==> src/rtl/piso_scan_pkg.sv <==
// Shared types and helpers for the PISO scan controller.
// State encoding, counter sizing and parameter checks.
package piso_scan_pkg;

  typedef enum logic [1:0] {
    IDLE  = 2'd0,
    LOAD  = 2'd1,
    SHIFT = 2'd2,
    DONE  = 2'd3
  } scan_state_t;

  // Counter must reach DATA_W-1 in SHIFT and LOAD_CYCLES-1 in LOAD.
  function automatic int cnt_width(input int data_w,
                                   input int load_cycles);
    int n;
    n = (load_cycles > data_w + 1) ? load_cycles : data_w + 1;
    return $clog2(n);
  endfunction

  function automatic bit params_ok(input int data_w,
                                   input int load_cycles);
    return (data_w >= 2) && (load_cycles >= 1);
  endfunction

endpackage

==> src/rtl/piso_scan_controller_sipo.sv <==
// Serial-in capture register for the scan controller.
// Shifts the new bit in at the LSB; MSB is the first bit received.
module sipo_capture_reg #(
  parameter int DATA_W = 8
) (
  input  logic              clk,
  input  logic              rst,
  input  logic              clr,
  input  logic              en,
  input  logic              din,
  output logic [DATA_W-1:0] q
);

  // Capture one serial bit per enabled edge.
  always_ff @(posedge clk) begin
    if (rst || clr)
      q <= '0;
    else if (en)
      q <= {q[DATA_W-2:0], din};
  end

endmodule

==> src/rtl/piso_scan_controller.sv <==
// Sequencer for a 74HC165-style PISO chain.
// Loads, shifts out and deserialises one frame per request.
module piso_scan_controller
  import piso_scan_pkg::*;
#(
  parameter int DATA_W      = 8,
  parameter int LOAD_CYCLES = 1
) (
  input  logic              clk,
  input  logic              rst,
  input  logic              start,
  input  logic              continuous,
  input  logic              qh,
  output logic              sh_ld_n,
  output logic              clk_inh,
  output logic [DATA_W-1:0] data,
  output logic              valid,
  output logic              busy
);

  localparam int CW = cnt_width(DATA_W, LOAD_CYCLES);

  localparam logic [CW-1:0] LOAD_LAST =
    CW'(LOAD_CYCLES - 1);
  localparam logic [CW-1:0] SHIFT_LAST =
    CW'(DATA_W - 1);

  if (!params_ok(DATA_W, LOAD_CYCLES)) begin : g_bad
    $error("piso_scan_controller: bad DATA_W/LOAD_CYCLES");
  end

  scan_state_t       state;
  scan_state_t       state_n;
  logic [CW-1:0]     cnt;
  logic [CW-1:0]     cnt_n;
  logic              cap_en;
  logic              cap_clr;
  logic [DATA_W-1:0] cap_q;
  logic [DATA_W-1:0] cap_next;

  assign cap_next = {cap_q[DATA_W-2:0], qh};

  sipo_capture_reg #(
    .DATA_W(DATA_W)
  ) u_cap (
    .clk (clk),
    .rst (rst),
    .clr (cap_clr),
    .en  (cap_en),
    .din (qh),
    .q   (cap_q)
  );

  // Next-state, counter and capture-enable decode.
  always_comb begin
    state_n = state;
    cnt_n   = cnt;
    cap_en  = 1'b0;
    cap_clr = 1'b0;
    unique case (state)
      IDLE: begin
        if (start) begin
          state_n = LOAD;
          cnt_n   = '0;
          cap_clr = 1'b1;
        end
      end
      LOAD: begin
        if (cnt == LOAD_LAST) begin
          state_n = SHIFT;
          cnt_n   = '0;
        end else begin
          cnt_n = cnt + 1'b1;
        end
      end
      SHIFT: begin
        cap_en = 1'b1;
        if (cnt == SHIFT_LAST) begin
          state_n = DONE;
          cnt_n   = '0;
        end else begin
          cnt_n = cnt + 1'b1;
        end
      end
      DONE: begin
        cnt_n = '0;
        if (continuous || start) begin
          state_n = LOAD;
          cap_clr = 1'b1;
        end else begin
          state_n = IDLE;
        end
      end
    endcase
  end

  // State and counter registers.
  always_ff @(posedge clk) begin
    if (rst) begin
      state <= IDLE;
      cnt   <= '0;
    end else begin
      state <= state_n;
      cnt   <= cnt_n;
    end
  end

  // Outputs registered from the next state so they track state exactly.
  always_ff @(posedge clk) begin
    if (rst) begin
      sh_ld_n <= 1'b1;
      clk_inh <= 1'b1;
      valid   <= 1'b0;
      busy    <= 1'b0;
      data    <= '0;
    end else begin
      sh_ld_n <= (state_n != LOAD);
      clk_inh <= (state_n != SHIFT);
      valid   <= (state_n == DONE);
      busy    <= (state_n != IDLE);
      if (state == SHIFT && state_n == DONE)
        data <= cap_next;
    end
  end

endmodule

==> config.mk <==
export PLATFORM = sky130hd
export DESIGN_NAME = piso_scan_controller
export DESIGN_NICKNAME = d
export VERILOG_FILES = /design/src/rtl/piso_scan_pkg.sv /design/src/rtl/piso_scan_controller_sipo.sv /design/src/rtl/piso_scan_controller.sv
export SDC_FILE = /design/constraint.sdc
export NUM_CORES = 1
export LEC_CHECK = 0
export CORE_UTILIZATION = 25
export DETAILED_ROUTE_END_ITERATION = 10
export GPL_TIMING_DRIVEN = 0
export MAX_ROUTING_LAYER = met4
export PLACE_DENSITY = 0.52
export SLEW_MARGIN = 15
export SYNTH_ARGS = -nofsm -noshare
export SYNTH_HDL_FRONTEND = slang
export SYNTH_HIERARCHICAL = 1
export SYNTH_SLANG_ARGS = --single-unit
==> constraint.sdc <==
create_clock -name clk -period 3.7 [get_ports clk]
set_clock_uncertainty 0.15 [all_clocks]
set_input_delay 0.555 -clock clk [delete_from_list [all_inputs] [get_ports clk]]
set_output_delay 0.555 -clock clk [all_outputs]
set_load 0.05 [all_outputs]
# [Word level (Yosys, flattened, before mapping)]
# Index checks and enable logic that the tools add are counted.
[totals] register_bits=25 input_bits=5 out_inout_bits=12 word_cells=36
[classes] add_sub_neg=1 eq_ne=8 n_mux=13 n_reduce_logical=6
[op_table] op="one-hot mux 4 bit (4 select lines)" n=1
[op_table] op="two-way mux 4 bit" n=3
[op_table] op="one-hot mux 2 bit (4 select lines)" n=1
[op_table] op="== test 2 bit, second input constant" n=3
[op_table] op="two-way mux 2 bit" n=3
[op_table] op="adder 4 x 1 -> 4 bit, second input constant" n=1
[op_table] op="== test 4 x 3 -> 1 bit, second input constant" n=1
[op_table] op="zero test 4 bit" n=1
[op_table] op="two-way mux 1 bit" n=4
[op_table] op="!= test 2 bit, second input constant" n=2
[op_table] op="== test 2 x 1 -> 1 bit, second input constant" n=1
[op_table] op="zero test 2 bit" n=1
[op_table] op="logical OR 1 bit" n=2
[op_table] op="!= test 2 x 1 -> 1 bit, second input constant" n=1
[op_table] op="one-hot mux 1 bit (2 select lines)" n=1
[op_table] op="nonzero test 2 bit" n=1
[op_table] op="logical AND 1 bit" n=1

# [Logic depth before layout (Yosys ltp)]
# Gate-level depths: netlist (run 1).
[logic_depth] word_depth=5 mapped_depth=7 ltp_nobuf=6

# [Hierarchy]
# The synthesis (run 1) kept the hierarchy.
[modules_own_cells] module="piso_scan_controller" n_inst=1 cells_per_inst=106 area_each_um2=934.6 seq_area_each_um2=360.3
[modules_own_cells] module="sipo_capture_reg" n_inst=1 cells_per_inst=27 area_each_um2=295.3 seq_area_each_um2=160.2

# [Least setup slack after synthesis (run 1)]
# No wires, ideal clock.
[synth_path] kind="reg-to-reg" from="register state[0]" to="register sh_ld_n" setup_ns=0.127 arrival_time_ns=1.572 required_ns=3.423 path_slack_ns=1.851 stages_incl_launch_ff=7 path_buffers=0 period_less_slack_ns=1.849 path_cell_list="dfxtp_1 inv_1 ha_1 nand4b_1 a211oi_2 o21ai_2 or3_1"
[synth_between] elab_chain_cells=3 word_cells_on_any_way=9 cone_classes="eq/ne (4); mux (4); reduce/logical (1)"
[synth_rtl] element="from (decl)" line_no="piso_scan_controller.sv:32" source="scan_state_t state;"
[synth_rtl] element="from (signal assigned)" line_no="piso_scan_controller.sv:103" source="state <= state_n;"
[synth_rtl] element="== test 2 bit, or another cell as far along" line_no="piso_scan_controller.sv:60" source="unique case (state)"
[synth_rtl] element="one-hot mux 2 bit (4 select lines) *" line_no="piso_scan_controller.sv:60"
[synth_rtl] element="!= test 2 x 1 -> 1 bit *" line_no="piso_scan_controller.sv:117" source="sh_ld_n <= (state_n != LOAD);"
[synth_rtl] element="to (signal assigned)" line_no="piso_scan_controller.sv:117"
[synth_rtl] element="to (decl)" line_no="piso_scan_controller.sv:14" source="output logic sh_ld_n,"
# Mark *: on every way between the ends. The rest lies on a longest branch, timed or not.
# A chain may end at the register's enable or synchronous reset.

# [Final worst setup path (run 1)]
[layout_path] from="register data[1]" to="output port data[1]"
[layout_rtl] element="from (decl)" line_no="piso_scan_controller.sv:16" source="output logic [DATA_W-1:0] data,"
[layout_rtl] element="from (signal assigned)" line_no="piso_scan_controller.sv:122" source="data <= cap_next;"
# No word-level cell between the ends.

==> metrics.md, run 1 <==
| Metric | Value |
|---|---|
| Placed Area | `1421 sq um` |
| Setup TNS | `0 ns` |
| CTS Buffer Depth | `2` |
| Violated checks | `design-rule violations` |
| Die Footprint | `5065 sq um` |
| ANT nets after route | `0` |
| Fin cells | `202` |
| Layout net count | `163` |
| Setup Buffers After CTS | `0` |
| Cts hold-fix bufs | `0` |
| DIE HEIGHT | `71.17 um` |
| Crit-path max FO | `2` |
| Post-cts repair resize count | `0` |
| Synth Net Count | `142` |
| Power Density | `592.8 nW/um^2` |
| DRC | `3` |
| Cell count after placement | `198` |
| Max cap viols | `0` |
| Total routed wirelength | `2.277 mm` |
| Cell family contributing the most delay on the critical path | `buffers and inverters` |
| Dpl hpwl | `1.721 mm` |
| Arrival @ worst endpoint | `1.41 ns` |
| Setup crit start kind | `flop` |
| R2r setup slk | `1.62 ns` |
| Clock sink count | `25` |
| Pin count of the biggest net entering global routing | `15` |
| Routability Congestion | `0.7900` |
| Initial antenna violation count | `0` |
| FP Rows | `24` |
| FF/Latch Area | `500.5 sq um` |
| TritonCTS Buffers | `3` |
| Initial Utilization | `26.73%` |
| First-pass GRT wire length | `3.933 mm` |
| Crit-path slowest cell | `clkdlybuf4s50_1` |
| Peak VDD IR | `0.2113 mV` |
| Multi-input logic area | `625.6 sq um` |
| Final Hold Viols | `0` |
| Achievable clock frequency | `0.4727 GHz` |
| Max transition margin | `66.57%` |
| Req. time, crit path | `2.99 ns` |
| RSZ-0062 raised after global routing | `false` |
| Vias in the first global route | `914` |
| Commonest non-fill, non-tap cells in the layout | `25 x dfxtp_1, 21 x nand2_1, 16 x clkdlybuf4s50_1` |
| Most common cell after layout, fill and taps aside | `dfxtp_1` |
| Gr usage total | `10.13%` |
| H-tree levels | `1` |
| Top Ports | `17` |
| Final min period | `2.115 ns` |
| Max incr delay on CP | `0.80 ns` |
| Drt pass-1 iters | `7` |
| Total gr overflow | `0` |
| Ys Warns | `6` |
| Antenna diode count | `0` |
| Crit Path Category | `reg2out` |
| DR vias | `931` |
| Post-Syn Area | `1196 sq um` |
| CTS tree | `done` |
| Tcrit/Tclk final | `57.17%` |
| Tot Pwr | `870.1 uW` |
| Clk pin slew, worst setup/hold paths | `0.09 ns` |
| Final setup margin | `1.585 ns` |
| Leak | `0.5206 nW` |
| Number of buffers added on ports | `16` |
| Vias per cell | `4.609` |
| Run status | `finished with violations` |
| Crit path buf inv count | `1` |
| Worst Setup End Kind | `output port` |
| Pins Over Slew Limit | `0` |
| Post-Synthesis Cells | `130` |
| Root Driver | `clkbuf_8` |
| Final setup fails | `0` |
| Synthesized area per cell | `9.201 sq um` |
| Wire per inst | `11.27 um` |
| Later-pin clock latency in the skew report | `0.26 ns` |
| Worst-margin pin slew | `0.4999 ns` |
| Area growth, synth to finish | `22.70%` |
| Core footprint | `4474 sq um` |
| WHS | `0.3070 ns` |
| Utilization after layout | `32.80%` |
| Share of post-route cells with drive strength above 1 | `8.667%` |
| Die X | `71.17 um` |
| Crit-path cells | `clkdlybuf4s50_1` |
| DP Worst Slack | `1.277 ns` |
| FILL cells | `455` |
| Final Instance Area | `1468 sq um` |
| Hold Path Class | `reg2reg` |
| Iter 0 DRT Violations | `28` |
==> routing by layer <==
layer	global-route usage, %	vias up	share of wire (%)
met4	6.667	0	2.1
met5	-	-	0
met1	11.49	430	48
li1	-	482	-
met3	1.282	2	2.2
met2	16.72	17	48
==> final timing paths <==
path                   to      from  cells after the start
hold reg to reg   data[7]   data[7]                      2
setup reg to reg  sh_ld_n  state[0]                      6
setup / recovery  data[1]   data[1]                      1
hold / removal    data[7]   data[7]                      2
==> registers in the layout (all words and copies together) (netlist names) <==
signal   cells
cnt          4
sh_ld_n      1
busy         1
u_cap/q      7
clk_inh      1
valid        1
data         8
state        2
==> cell type report <==
class                           instances  area share [%]
Buffer                                  7           3.240
Clock inverter                          1          0.3410
Multi-Input combinational cell         92           42.63
Sequential cell                        25           34.10
Clock buffer                            3           2.813
Timing Repair Buffer                   16           10.91
Tap cell                               52           4.433
Inverter                                6           1.535
==> tightest hold or removal path, cell delays in order (launching register included) <==
cell and delay (ns):
dfxtp_1 0.32, nand2_1 0.05, mux2i_1 0.05
==> report_power, final <==
group / switching, mW / internal (mW) / total (mW)
Sequential: 0.0190 / 0.301 / 0.320
Clock: 0.0838 / 0.0751 / 0.159
Combinational: 0.240 / 0.152 / 0.391
Note: power is estimated with default switching activity, not from simulation.
==> run 2, diff against run 1 <==
clock period = 2.1 ns   (was 3.7 ns; I/O delays follow)
==> run 2 against run 1 <==
  * The flow still finishes with violations (design-rule violations)
  * Cell count stayed put
  * Clock-buffer cell count stayed put
  * Global-route usage stayed put
  * Core utilization is 0.28 points higher
  * Die area stayed put
  * Sequential power is 78% higher
  * First-iteration DRC count is 3.6% lower
  * Critical path type is now reg2reg
  * Critical endpoint is now cnt[0]
  * Largest cell class unchanged
  * Largest power group unchanged
  * Highest routed layer unchanged
==> metrics.md, run 2 (synthesis results as in run 1) <==
| Metric | Value |
|---|---|
| Run status | `finished with violations (unchanged)` |
| Violated checks | `design-rule violations (unchanged)` |
| Area growth, synth to finish | `23.74% (was 22.70%)` |
| Fin cells | `202 (unchanged)` |
| Initial Utilization | `26.73% (unchanged)` |
| Final setup fails | `0 (unchanged)` |
| DRC | `3 (unchanged)` |
| Die Footprint | `5065 sq um (unchanged)` |
| Utilization after layout | `33.08% (was 32.80%)` |
| H-tree levels | `1 (unchanged)` |
| Number of buffers added on ports | `16 (unchanged)` |
| Grt met3 use | `1.282% (unchanged)` |
| CP Launch Point | `state[1] (was data[1])` |
| Power Density | `1049 nW/um^2 (was 592.8 nW/um^2)` |
| Reg2Reg Depth | `6 (unchanged)` |
| Top flop regs | `data (8), u_cap/q (7), cnt (4) (unchanged)` |
| Wire per inst | `11.25 um (was 11.27 um)` |
| Final Hold Viols | `0 (unchanged)` |
| Vias in the first global route | `914 (unchanged)` |
| Tot Pwr | `1.553 mW (was 870.1 uW)` |
| Achievable clock frequency | `0.5132 GHz` |
| Pins Over Slew Limit | `0 (unchanged)` |
| Initial antenna violation count | `0 (unchanged)` |
| Hold Path Class | `reg2reg (unchanged)` |
| Crit path capture | `cnt[0] (was data[1])` |
| RSZ-0062 raised after global routing | `false (unchanged)` |
| Die X | `71.17 um (unchanged)` |
| Register with the most flip-flops | `data (unchanged)` |
| Drt pass-1 iters | `7 (unchanged)` |
| Cts hold-fix bufs | `0 (unchanged)` |
| M1 GR Usage | `11.49% (unchanged)` |
| Crit-path max FO | `8 (was 2)` |
| R2r setup slk | `0.15 ns (was 1.62 ns)` |
| Pin count of the biggest net entering global routing | `15 (unchanged)` |
| Max cap viols | `0 (unchanged)` |
| R2r startpoint | `state[1] (was state[0])` |
| Setup crit start kind | `flop (unchanged)` |
| Arrival @ worst endpoint | `1.99 ns (was 1.41 ns)` |
| Req. time, crit path | `2.14 ns (was 2.99 ns)` |
| Layout net count | `163 (unchanged)` |
| Worst Setup End Kind | `flop (was output port)` |
| Dpl hpwl | `1.721 mm (unchanged)` |
| CTS Buffer Depth | `2 (unchanged)` |
| Top Usage Layer GRT | `met2 (unchanged)` |
| Clock sink count | `25 (unchanged)` |
| Final min period | `1.949 ns` |
| Total gr overflow | `0 (unchanged)` |
| Leak | `0.5204 nW (was 0.5206 nW)` |
| TritonCTS Buffers | `3 (unchanged)` |
| Peak VDD IR | `0.3723 mV (was 0.2113 mV)` |
| Tcrit/Tclk final | `92.79%` |
| Max transition margin | `66.57% (unchanged)` |
| ANT nets after route | `0 (unchanged)` |
| Vias per cell | `4.609 (unchanged)` |
| DIE HEIGHT | `71.17 um (unchanged)` |
| First-pass GRT wire length | `3.933 mm (unchanged)` |
| Max reg flops | `8 (unchanged)` |
| CTS tree | `done (unchanged)` |
| Later-pin clock latency in the skew report | `0.26 ns (about the same)` |
| Root Driver | `clkbuf_8 (unchanged)` |
| Total routed wirelength | `2.272 mm (was 2.277 mm)` |
| Worst R2R End | `cnt[0] (was sh_ld_n)` |
| FP Rows | `24 (unchanged)` |
| Antenna diode count | `0 (unchanged)` |
| Routability Congestion | `0.7900 (unchanged)` |
| Most common cell after layout, fill and taps aside | `dfxtp_1 (unchanged)` |
| WHS | `0.3070 ns (unchanged)` |
| Met2 Usage GRT | `16.72% (unchanged)` |
| Share of post-route cells with drive strength above 1 | `10.00% (was 8.667%)` |
| FILL cells | `454 (was 455)` |
| Core footprint | `4474 sq um (unchanged)` |
| Clk pin slew, worst setup/hold paths | `0.09 ns (about the same)` |
| Cell count after placement | `198 (unchanged)` |
| DR vias | `931 (unchanged)` |
| Worst-margin pin slew | `0.4999 ns (unchanged)` |
| Top Ports | `17 (unchanged)` |
| Gr usage total | `10.13% (unchanged)` |
| Iter 0 DRT Violations | `27 (was 28)` |
| Commonest non-fill, non-tap cells in the layout | `25 x dfxtp_1, 21 x nand2_1, 16 x clkdlybuf4s50_1 (unchanged)` |
| Crit Path Category | `reg2reg (was reg2out)` |
==> run 2: cell types whose count changed in the layout (fill, tap and decap cells not counted) <==
cell	delta
ha_1	-1
inv_2	+1
ha_4	+1
inv_1	-1
==> run 2: worst min path at each step <==
| stage | from | endpoint | slack, ns | cells past startpoint |
|---|---|---|---|---|
| global placement | data[1] | data[1] | 0.30 | 2 |
| CTS | data[7] | data[7] | 0.31 | 2 |
| detailed placement | data[7] | data[7] | 0.30 | 2 |
| floorplan | rst | cnt[0] | 0.23 | 1 |
| finish | data[7] | data[7] | 0.31 | 2 |
| global route | data[3] | data[3] | 0.33 | 2 |
==> run 2: final cells by class <==
cell class,instances,area [sq um],share of cell area (%)
Multi-Input combinational cell,92,638.1,43.11
Timing Repair Buffer,16,160.2,10.82
Buffer,7,47.55,3.212
Tap cell,52,65.06,4.396
Clock inverter,1,5.005,0.3381
Sequential cell,25,500.5,33.81
Inverter,6,22.52,1.522
Clock buffer,3,41.29,2.790
==> run 2: stage by stage <==
| stage | setup WS (ns) | setup TNS [ns] | instance area [sq um] |
|---|---|---|---|
| 2_1_floorplan | 0.2509 | 0 | 1196 |
| 3_3_place_gp | -0.008550 | -0.008550 | 1421 |
| 3_5_place_dp | -0.08295 | -0.3151 | 1421 |
| 4_1_cts | 0.01532 | 0 | 1468 |
| 5_1_grt | 0.02866 | 0 | 1480 |
| 6_report | 0.1513 | 0 | 1480 |
==> run 2: worst max-delay path, cell delays in order (launching register included) <==
cell and delay (ns):
dfxtp_1 0.44, inv_1 0.12, ha_1 0.20, nor2b_1 0.13, clkbuf_1 0.18, or4_1 0.52, a21oi_1 0.14
==> run 2: report_power, final <==
| part | internal, mW | switching, mW |
|---|---|---|
| registers | 0.530 | 0.0385 |
| clock network | 0.132 | 0.148 |
| logic | 0.279 | 0.426 |
==> run 2: repair_timing <==
| action | 4_1_cts | 5_1_grt |
|---|---|---|
| gates resized for setup | 0 | 3 |
| buffers inserted | 0 | 0 |
| setup endpoints to repair | 0 | 9 |
==> run 2: per-layer routing <==
| metal | routed length [um] | vias to the layer above |
|---|---|---|
| met3 | 52 | 2 |
| met2 | 1086 | 19 |
| met1 | 1086 | 427 |
| met4 | 47 | 0 |
| met5 | 0 | - |
| li1 | - | 483 |
==> run 3, diff against run 2 <==
--- a/config.mk
+++ b/config.mk
@@ -11,4 +11,5 @@
 export MAX_ROUTING_LAYER = met4
 export PLACE_DENSITY = 0.52
+export SKIP_LAST_GASP = 1
 export SLEW_MARGIN = 15
 export SYNTH_ARGS = -nofsm -noshare
--- a/constraint.sdc
+++ b/constraint.sdc
@@ -3,3 +3,3 @@
 set_input_delay 0.315 -clock clk [delete_from_list [all_inputs] [get_ports clk]]
 set_output_delay 0.315 -clock clk [all_outputs]
-set_load 0.05 [all_outputs]
+set_load 0.01 [all_outputs]
==> run 3 against run 2 <==
  * Critical endpoint unchanged
  * The flow still finishes with violations (design-rule violations)
  * Cell count did not move
  * Highest routed layer unchanged
  * Power decreased by 6.3%
  * Combinational power decreased by 14%
  * Clock-buffer cell count stayed put
  * Die area is the same
  * First-iteration DRC count unchanged
  * Largest power group unchanged
  * Critical path type unchanged
  * Largest cell class unchanged
==> metrics.md, run 3 (synthesis results as in run 1) <==
| Metric | Value |
|---|---|
| Cts hold-fix bufs | `0 (unchanged)` |
| Cell internal pwr | `940.7 uW (was 941.0 uW)` |
| Later-pin clock latency in the skew report | `0.26 ns (about the same)` |
| Top Ports | `17 (unchanged)` |
| Number of buffers added on ports | `16 (unchanged)` |
| Initial antenna violation count | `0 (unchanged)` |
| CTS tree | `done (unchanged)` |
| Initial Utilization | `26.73% (unchanged)` |
| Crit Path Category | `reg2reg (unchanged)` |
| Register with the most flip-flops | `data (unchanged)` |
| Top flop regs | `data (8), u_cap/q (7), cnt (4) (unchanged)` |
| Iter 0 DRT Violations | `27 (unchanged)` |
| Drt pass-1 iters | `7 (unchanged)` |
| First-pass GRT wire length | `3.933 mm (unchanged)` |
| Vias per cell | `4.609 (unchanged)` |
| Clock sink count | `25 (unchanged)` |
| DR vias | `931 (unchanged)` |
| Max reg flops | `8 (unchanged)` |
| Antenna diode count | `0 (unchanged)` |
| DRC | `3 (unchanged)` |
| Setup crit start kind | `flop (unchanged)` |
| Dpl hpwl | `1.721 mm (unchanged)` |
| Run status | `finished with violations (unchanged)` |
| Share of post-route cells with drive strength above 1 | `9.333% (was 10.00%)` |
| Die Footprint | `5065 sq um (unchanged)` |
| P_sw | `515.3 uW (was 612.4 uW)` |
| Final setup fails | `0 (unchanged)` |
| Worst-margin pin slew | `0.4223 ns (was 0.4999 ns)` |
| ANT nets after route | `0 (unchanged)` |
| Logic gate share of total power | `41.8% (was 45.4%)` |
| Total gr overflow | `0 (unchanged)` |
| Clk pin slew, worst setup/hold paths | `0.09 ns (about the same)` |
| Peak VDD IR | `0.2651 mV (was 0.3723 mV)` |
| TritonCTS Buffers | `3 (unchanged)` |
| Tcrit/Tclk final | `93.82% (was 92.79%)` |
| Req. time, crit path | `2.14 ns (about the same)` |
| Final min period | `1.970 ns (was 1.949 ns)` |
| H-tree levels | `1 (unchanged)` |
| Clock Power Share | `19.2% (was 18.0%)` |
| Max transition margin | `71.85% (was 66.57%)` |
| Vias in the first global route | `914 (unchanged)` |
| Die X | `71.17 um (unchanged)` |
| Crit-path max FO | `8 (unchanged)` |
| Total routed wirelength | `2.273 mm (was 2.272 mm)` |
| Sw frac | `35.39% (was 39.42%)` |
| Violated checks | `design-rule violations (unchanged)` |
| Tot Pwr | `1.456 mW (was 1.553 mW)` |
| Sequential share of power | `39.0% (was 36.6%)` |
| Utilization after layout | `33.08% (unchanged)` |
| Layout net count | `163 (unchanged)` |
| Gr usage total | `10.13% (unchanged)` |
| Worst Setup End Kind | `flop (unchanged)` |
| Root Driver | `clkbuf_8 (unchanged)` |
| Power Density | `983.7 nW/um^2 (was 1049 nW/um^2)` |
| WHS | `0.3070 ns (unchanged)` |
| Max cap viols | `0 (unchanged)` |
| Pin count of the biggest net entering global routing | `15 (unchanged)` |
| Pins Over Slew Limit | `0 (unchanged)` |
| Wire per inst | `11.25 um (about the same)` |
| Arrival @ worst endpoint | `2.01 ns (was 1.99 ns)` |
| Routability Congestion | `0.7900 (unchanged)` |
| Core footprint | `4474 sq um (unchanged)` |
| Achievable clock frequency | `0.5076 GHz (was 0.5132 GHz)` |
| Hold Path Class | `reg2reg (unchanged)` |
| Leak | `0.5207 nW (was 0.5204 nW)` |
| DIE HEIGHT | `71.17 um (unchanged)` |
| Commonest non-fill, non-tap cells in the layout | `25 x dfxtp_1, 21 x nand2_1, 16 x clkdlybuf4s50_1 (unchanged)` |
| FP Rows | `24 (unchanged)` |
| Most common cell after layout, fill and taps aside | `dfxtp_1 (unchanged)` |
| Final Hold Viols | `0 (unchanged)` |
| Area growth, synth to finish | `23.74% (unchanged)` |
| CTS Buffer Depth | `2 (unchanged)` |
| RSZ-0062 raised after global routing | `true (was false)` |
run 3: cell types whose count changed in the layout (fill, tap and decap cells not counted):
cell and change:
inv_1 +1, inv_2 -1
run 3: cell type report:
| cell class | instances | area [sq um] |
|---|---|---|
| Buffer | 7 | 47.55 |
| Clock buffer | 3 | 41.29 |
| Clock inverter | 1 | 5.005 |
| Fill cell | 454 | 2994 |
| Inverter | 6 | 22.52 |
| Multi-Input combinational cell | 92 | 638.1 |
| Sequential cell | 25 | 500.5 |
| Tap cell | 52 | 65.06 |
| Timing Repair Buffer | 16 | 160.2 |
run 3: path summary, 6_finish.rpt:
path | cells past startpoint | slack, ns | start | endpoint
max | 6 | 0.13 | state[0] | cnt[0]
min | 2 | 0.31 | data[7] | data[7]
max reg2reg | 6 | 0.13 | state[0] | cnt[0]
min reg2reg | 2 | 0.31 | data[7] | data[7]
run 3: repair_timing:
item,4_1_cts,5_1_grt
endpoints found under the setup margin,0,9
hold endpoints to repair,0,0
resized for setup,0,2
setup buffers,0,0
run 3: critical path, stage by stage (launching register included):
cell and delay (ns):
dfxtp_1 0.39, inv_1 0.15, ha_1 0.23, nor2b_1 0.13
clkbuf_1 0.18, or4_1 0.52, a21oi_1 0.14
run 3: per-stage QoR:
stage / TNS [ns] / worst slack [ns] / cells / cell area, sq um
3_3_place_gp: -0.008550 / -0.008550 / 198 / 1421
3_5_place_dp: -0.3151 / -0.08295 / 198 / 1421
6_report: 0 / 0.1299 / 202 / 1480
5_1_grt: -0.007763 / -0.007763 / 202 / 1480
2_1_floorplan: 0 / 0.2509 / 130 / 1196
4_1_cts: 0 / 0.01532 / 202 / 1468
run 3: power groups by stage:
stage | clock (mW) | sequential, mW | combinational [mW]
after CTS | 0.289 | 0.565 | 0.603
final | 0.280 | 0.567 | 0.609
after global placement | 0 | 0.573 | 0.593
after detailed placement | 0 | 0.576 | 0.598
after floorplan | 0 | 0.584 | 0.423
after global routing | 0.304 | 0.573 | 0.683
run 3: metal layers:
layer,track usage (%),vias to the layer above,part of all wire [%]
li1,-,483,-
met1,11.49,427,48
met2,16.72,19,48
met3,1.282,2,2.3
met4,6.667,0,2.1
met5,-,-,0
